<file path="config.mk">
export PLATFORM = sky130hd
export DESIGN_NAME = coax_rx_word_deserializer_flat
export DESIGN_NICKNAME = d
export VERILOG_FILES = /design/src/rtl/coax_rx_word_deserializer_if.sv /design/src/rtl/coax_rx_word_deserializer.sv /design/src/flat_wrapper.sv
export SDC_FILE = /design/constraint.sdc
export NUM_CORES = 1
export LEC_CHECK = 0
export CORE_MARGIN = 2
export CORE_UTILIZATION = 40
export CTS_CLUSTER_SIZE = 12
export DETAILED_ROUTE_END_ITERATION = 6
export MAX_ROUTING_LAYER = met4
export PLACE_DENSITY = 0.69
export SLEW_MARGIN = 5
export SYNTH_ARGS = -nofsm -noshare
export SYNTH_HDL_FRONTEND = slang
export SYNTH_SLANG_ARGS = --single-unit
export TNS_END_PERCENT = 1
</file>
<file path="constraint.sdc">
create_clock -name clk -period 1.7 [get_ports clk]
set_clock_uncertainty 0.05 [all_clocks]
set_input_delay 0.34 -clock clk [delete_from_list [all_inputs] [get_ports clk]]
set_output_delay 0.34 -clock clk [all_outputs]
set_load 0.01 [all_outputs]
</file>
<file path="src/rtl/coax_rx_word_deserializer_if.sv">
// ---------------------------------------------------------------------------
// coax_rx_word_deserializer_if
//   Bundles the bit-level inputs and the word-level outputs of the coax
//   receive word deserializer.
//   master : drives rx/sample/synchronized and observes the word outputs.
//   slave  : the deserializer itself.
//   Signals:
//     rx, sample, synchronized     bit stream, sample strobe, bit-timer lock
//     active                       message in progress
//     data[DATA_BITS-1:0]          last received word
//     data_valid, parity_error     one-cycle word strobe and its parity flag
//     error, error_code[1:0]       one-cycle framing error pulse and its cause
// ---------------------------------------------------------------------------
interface coax_rx_word_deserializer_if #(
  parameter int DATA_BITS = 10
);
  logic                 rx;
  logic                 sample;
  logic                 synchronized;
  logic                 active;
  logic [DATA_BITS-1:0] data;
  logic                 data_valid;
  logic                 parity_error;
  logic                 error;
  logic [1:0]           error_code;

  modport master (
    output rx, sample, synchronized,
    input  active, data, data_valid, parity_error, error, error_code
  );

  modport slave (
    input  rx, sample, synchronized,
    output active, data, data_valid, parity_error, error, error_code
  );
endinterface

</file>
<file path="src/rtl/coax_rx_word_deserializer.sv">
// ---------------------------------------------------------------------------
// coax_rx_word_deserializer
//   Turns the sampled coax bit stream into framed words: a sync bit of 1,
//   DATA_BITS data bits MSB first, then a parity bit. Each received word is
//   presented for one cycle with its parity check result. A sync bit of 0
//   after a word ends the message; a missing first sync bit or loss of bit
//   timer lock is reported as a framing error.
//   Ports:
//     clk      system clock, rising edge
//     reset_n  synchronous active-low reset
//     bus      coax_rx_word_deserializer_if.slave (see interface header)
//   Parameters:
//     DATA_BITS   data bits per word
//     ODD_PARITY  0: data + parity ones must be even, 1: must be odd
// ---------------------------------------------------------------------------
module coax_rx_word_deserializer #(
  parameter int DATA_BITS  = 10,
  parameter bit ODD_PARITY = 1'b0
) (
  input  logic                          clk,
  input  logic                          reset_n,
  coax_rx_word_deserializer_if.slave    bus
);

  localparam int CNT_W = (DATA_BITS > 1) ? $clog2(DATA_BITS) : 1;

  localparam logic [1:0] ERR_SYNC_LOST   = 2'b01;
  localparam logic [1:0] ERR_NO_START    = 2'b10;

  typedef enum logic [2:0] {
    S_IDLE,
    S_START,
    S_DATA,
    S_PARITY,
    S_SYNC,
    S_END
  } state_t;

  // True when the ones count over data plus parity bit disagrees with the
  // configured parity sense.
  function automatic logic parity_fail(input logic [DATA_BITS-1:0] word,
                                       input logic                 pbit);
    return ((^word) ^ pbit) != ODD_PARITY;
  endfunction

  state_t               state_q,   state_d;
  logic                 sync_prev_q;
  logic                 armed_q;
  logic [CNT_W-1:0]     cnt_q,     cnt_d;
  logic [DATA_BITS-1:0] shift_q,   shift_d;
  logic                 active_q,  active_d;
  logic [DATA_BITS-1:0] data_q,    data_d;
  logic                 dv_q,      dv_d;
  logic                 perr_q,    perr_d;
  logic                 err_q,     err_d;
  logic [1:0]           code_q,    code_d;

  logic                 sync_rise;
  logic                 in_message;

  // armed_q stays low for the first cycle out of reset so that a lock flag
  // already high during reset is absorbed into sync_prev_q rather than
  // being seen as a fresh rising edge.
  assign sync_rise  = armed_q && bus.synchronized && !sync_prev_q;

  assign in_message = (state_q == S_START) || (state_q == S_DATA) ||
                      (state_q == S_PARITY) || (state_q == S_SYNC);

  always_comb begin
    state_d  = state_q;
    cnt_d    = cnt_q;
    shift_d  = shift_q;
    active_d = active_q;
    data_d   = data_q;
    dv_d     = 1'b0;
    perr_d   = perr_q;
    err_d    = 1'b0;
    code_d   = code_q;

    // Loss of lock takes priority over any coincident sample; the partial
    // word is dropped and data_q keeps the last complete word.
    if (in_message && !bus.synchronized) begin
      state_d  = S_IDLE;
      active_d = 1'b0;
      err_d    = 1'b1;
      code_d   = ERR_SYNC_LOST;
    end else begin
      unique case (state_q)
        S_IDLE: begin
          active_d = 1'b0;
          if (sync_rise) begin
            state_d = S_START;
          end
        end

        S_START: begin
          if (bus.sample) begin
            if (bus.rx) begin
              state_d  = S_DATA;
              active_d = 1'b1;
              cnt_d    = '0;
            end else begin
              state_d = S_IDLE;
              err_d   = 1'b1;
              code_d  = ERR_NO_START;
            end
          end
        end

        S_DATA: begin
          if (bus.sample) begin
            shift_d = {shift_q[DATA_BITS-2:0], bus.rx};
            if (cnt_q == CNT_W'(DATA_BITS - 1)) begin
              state_d = S_PARITY;
            end else begin
              cnt_d = cnt_q + CNT_W'(1);
            end
          end
        end

        S_PARITY: begin
          if (bus.sample) begin
            data_d  = shift_q;
            dv_d    = 1'b1;
            perr_d  = parity_fail(shift_q, bus.rx);
            state_d = S_SYNC;
          end
        end

        S_SYNC: begin
          if (bus.sample) begin
            if (bus.rx) begin
              state_d = S_DATA;
              cnt_d   = '0;
            end else begin
              state_d  = S_END;
              active_d = 1'b0;
            end
          end
        end

        S_END: begin
          if (!bus.synchronized) begin
            state_d = S_IDLE;
          end
        end

        default: begin
          state_d  = S_IDLE;
          active_d = 1'b0;
        end
      endcase
    end
  end

  always_ff @(posedge clk) begin
    if (!reset_n) begin
      state_q     <= S_IDLE;
      sync_prev_q <= 1'b0;
      armed_q     <= 1'b0;
      cnt_q       <= '0;
      active_q    <= 1'b0;
      data_q      <= '0;
      dv_q        <= 1'b0;
      perr_q      <= 1'b0;
      err_q       <= 1'b0;
      code_q      <= 2'b00;
    end else begin
      state_q     <= state_d;
      sync_prev_q <= bus.synchronized;
      armed_q     <= 1'b1;
      cnt_q       <= cnt_d;
      active_q    <= active_d;
      data_q      <= data_d;
      dv_q        <= dv_d;
      perr_q      <= perr_d;
      err_q       <= err_d;
      code_q      <= code_d;
    end
  end

  // Shift register only holds in-flight bits; it is always rewritten before
  // being loaded into data_q, so it needs no reset.
  always_ff @(posedge clk) begin
    shift_q <= shift_d;
  end

  assign bus.active       = active_q;
  assign bus.data         = data_q;
  assign bus.data_valid   = dv_q;
  assign bus.parity_error = perr_q;
  assign bus.error        = err_q;
  assign bus.error_code   = code_q;

endmodule

</file>
<file path="src/flat_wrapper.sv">
// flat-port wrapper written by rule: the top's interface ports become plain ports
module coax_rx_word_deserializer_flat 
#(
  parameter int DATA_BITS  = 10,
  parameter bit ODD_PARITY = 1'b0
)
  (clk, reset_n, bus_rx, bus_sample, bus_synchronized, bus_active, bus_data, bus_data_valid, bus_parity_error, bus_error, bus_error_code);
  coax_rx_word_deserializer_if #(.DATA_BITS(DATA_BITS)) bus_i ();
  input  logic clk;
  input  logic reset_n;
  input wire logic [$bits(bus_i.rx)-1:0] bus_rx;
  input wire logic [$bits(bus_i.sample)-1:0] bus_sample;
  input wire logic [$bits(bus_i.synchronized)-1:0] bus_synchronized;
  output wire logic [$bits(bus_i.active)-1:0] bus_active;
  output wire logic [$bits(bus_i.data)-1:0] bus_data;
  output wire logic [$bits(bus_i.data_valid)-1:0] bus_data_valid;
  output wire logic [$bits(bus_i.parity_error)-1:0] bus_parity_error;
  output wire logic [$bits(bus_i.error)-1:0] bus_error;
  output wire logic [$bits(bus_i.error_code)-1:0] bus_error_code;
  assign bus_i.rx = bus_rx;
  assign bus_i.sample = bus_sample;
  assign bus_i.synchronized = bus_synchronized;
  assign bus_active = bus_i.active;
  assign bus_data = bus_i.data;
  assign bus_data_valid = bus_i.data_valid;
  assign bus_parity_error = bus_i.parity_error;
  assign bus_error = bus_i.error;
  assign bus_error_code = bus_i.error_code;
  coax_rx_word_deserializer #(.DATA_BITS(DATA_BITS), .ODD_PARITY(ODD_PARITY)) u_core (.clk(clk), .reset_n(reset_n), .bus(bus_i));
endmodule
</file>
==> flow_summary.toml <==
[routing]
viasPerCell = 5.00
wl_um = 3120
drc = 0
antenna_left = 0
drt_iter0_markers = 96
wl_per_cell_um = 13.3
num_vias = 1170
drtPass1Iterations = 4

[final_layout]
drive_above_1_share = 0.231
n_fill_cell = 338
n_antenna_cell = 0
fin_nets = 192
area.growth.synth_to_final_pct = 28.4

[place]
port_buffers = 20
hpwl_um = 2330
dp_slack_ns = -0.220
routabilityCongestion = 0.824

[power_and_ir_drop]
pwr_density_cell_nw_per_um2 = 871
finalPower_w = 0.00179
power_leakage_nw = 0.859
ir_drop_mv = 0.420

[synth]
synth_edf_count = 10
avgSynthCellArea_um2 = 10.9
synth.largest_area_cell = "dfxtp_1"
synth_area_leaders = "dfxtp_1 (31%), edfxtp_1 (19%), mux2i_1 (7.5%)"
ys.flop_type = "dfxtp_1"
synth_cell_type_count = 47
yosysTopAreaCellShare = 0.313
async_reset_ff_frac = 0
syn_inst = 147
synth-seq-area-share = 0.500
ys_ff_latch = 35
ys_top_cells_by_count = "dfxtp_1 (25), nor2_1 (24), mux2i_1 (12)"
yosysMostFrequentCell = "dfxtp_1"
synth_area_um2 = 1600
synth_fp_nets = 154
ys_warn_count = 0

[floorplanning]
die_y_um = 67.3
die_w_um = 67.3
die_area_um2 = 4530
row_count = 22
initial_core_util = 0.428
coreArea_um2 = 3740
io_pins = 21

[clock_network]
clkLatencyLatePin_ns = 0.29
cts_setup_buffers = 0
cts-hold-fix-buffers = 0
htree_levels = 2
cts_num_sinks = 35
cts_buffers = 5
clkTransAtPathRegs_ns = 0.07
clock_path_buffers = 2
cts_tree = "done"
root_buffer = "clkbuf_8"

[timing]
worst_pin_slew_ns = 0.309
setup_ws_ns = 0.0585
rsz0062_at_grt = "yes"
period_share = 0.966
maxSlewViolCount = 0
slew_headroom = 0.792
finalHoldViolCount = 0
fmax_ghz = 0.609
fin_crit_ns = 1.64
finalSetupViolCount = 0

[critical_path]
crit_buf_inv = 1
startpoint = "u_core.bus.active$_SDFFE_PP0P_"
rrSetupSlack_ns = 0.08
crit_path_max_incr_delay_ns = 0.58
r2r-start = "u_core.state_q[1]$_SDFFE_PP0P_"
path_max_fanout = 4
required_ns = 1.31
critPathArrivalTime_ns = 1.25
cp_top_family = "buffers and inverters"
cp_num_cells = 1
path_cells = "clkdlybuf4s50_1"
endpoint = "bus_active"
cpMaxStageDelayCell = "clkdlybuf4s50_1"
critPathKind = "reg -> out"
ff2ff_path_depth = 5
r2r-end = "u_core.cnt_q[3]$_SDFFE_PN0P_"
cp-end-kind = "output port"
start_kind = "register"

[grt]
grt.total_usage = 0.165
grt_max_degree = 16
grt_remaining_overflow = 0
grt_pass1_wl_um = 5290
grt_pass1_vias = 1145
antenna_found_initial = 0

[flow_run]
maxCapViolCount = 0

[status]
run_status = "completed"

[min_path]
holdCritPathClass = "reg -> reg"
[state kept, by name, summed over array words and instances, names as in the netlist, 2 cells and up]
register,cells
u_core.bus.data,10
u_core.shift_q,10
u_core.cnt_q,4
u_core.state_q,3
u_core.bus.error_code,2
[cell usage in the layout, fill, tap and decap left out, types with 3 or more instances in the layout]
cell,instances
buf_4,18
clkdlybuf4s50_1,20
inv_1,5
edfxtp_1,10
xnor2_1,4
nand2_1,11
nor2_1,24
clkbuf_8,5
dfxtp_1,22
a21oi_1,3
mux2i_1,12
dfxtp_2,3
o21ai_0,4
nor3_1,3
[power breakdown]
group / internal, W / switching (W)
Clock: 0.000436 / 0.000311
Combinational: 0.0000848 / 0.0000771
Sequential: 0.000868 / 0.0000139
[worst min-delay path by stage]
stage | slack [ns] | depth (start not counted) | from | endpoint
final | 0.43 | 2 | u_core.bus.error_code[1]$_SDFFE_PP0P_ | u_core.bus.error_code[1]$_SDFFE_PP0P_
after global routing | 0.46 | 0 | u_core.shift_q[6]$_DFFE_PP_ | u_core.shift_q[7]$_DFFE_PP_
after CTS | 0.44 | 2 | u_core.bus.error_code[1]$_SDFFE_PP0P_ | u_core.bus.error_code[1]$_SDFFE_PP0P_
after detailed placement | 0.42 | 2 | u_core.bus.error_code[1]$_SDFFE_PP0P_ | u_core.bus.error_code[1]$_SDFFE_PP0P_
after global placement | 0.40 | 2 | u_core.bus.error_code[1]$_SDFFE_PP0P_ | u_core.bus.error_code[1]$_SDFFE_PP0P_
after floorplan | 0.32 | 0 | reset_n | u_core.armed_q$_DFF_P_
[metrics by stage]
stage          std cells  utilization  hold slack (ns)  cell area [µm²]  TNS [ns]
5_1_grt              234        0.549            0.461             2060  -0.00887
4_1_cts              234        0.546            0.441             2050         0
3_5_place_dp         226        0.516            0.417             1930     -3.24
2_1_floorplan        147            -            0.318             1610         0
6_report             234        0.549            0.432             2060         0
3_3_place_gp         226        0.516            0.398             1930     -2.66
[routing by layer]
| metal | vias up | part of all wire | GRT usage |
|---|---|---|---|
| li1 | 579 | - | - |
| met1 | 549 | 0.42 | 0.186 |
| met2 | 34 | 0.51 | 0.267 |
| met3 | 8 | 0.047 | 0.0367 |
| met4 | 0 | 0.022 | 0.0995 |
| met5 | - | 0 | - |
[timing repair]
action | 4_1_cts | 5_1_grt
endpoints found under the hold margin | 0 | 0
gates resized for setup | 0 | 4
endpoints found under the setup margin | 0 | 8
[cells by family after synthesis]
logic type	Yosys count	share of synthesized area
compound gates	22	0.107
xor+xnor	10	0.0797
fa+ha+maj	2	0.0156
buf+inv	13	0.0570
flops	35	0.500
mux	12	0.0750
simple gates	53	0.166
[cell type report]
class	instances	area, µm²	share of cell area
Sequential cell	35	805	0.391
Multi-Input combinational cell	99	722	0.351
Timing Repair Buffer	38	335	0.163
Clock buffer	5	68.8	0.0335
Tap cell	48	60.1	0.0292
Clock inverter	3	43.8	0.0213
Inverter	6	22.5	0.0109
Note: power is estimated with default switching activity, not from simulation.
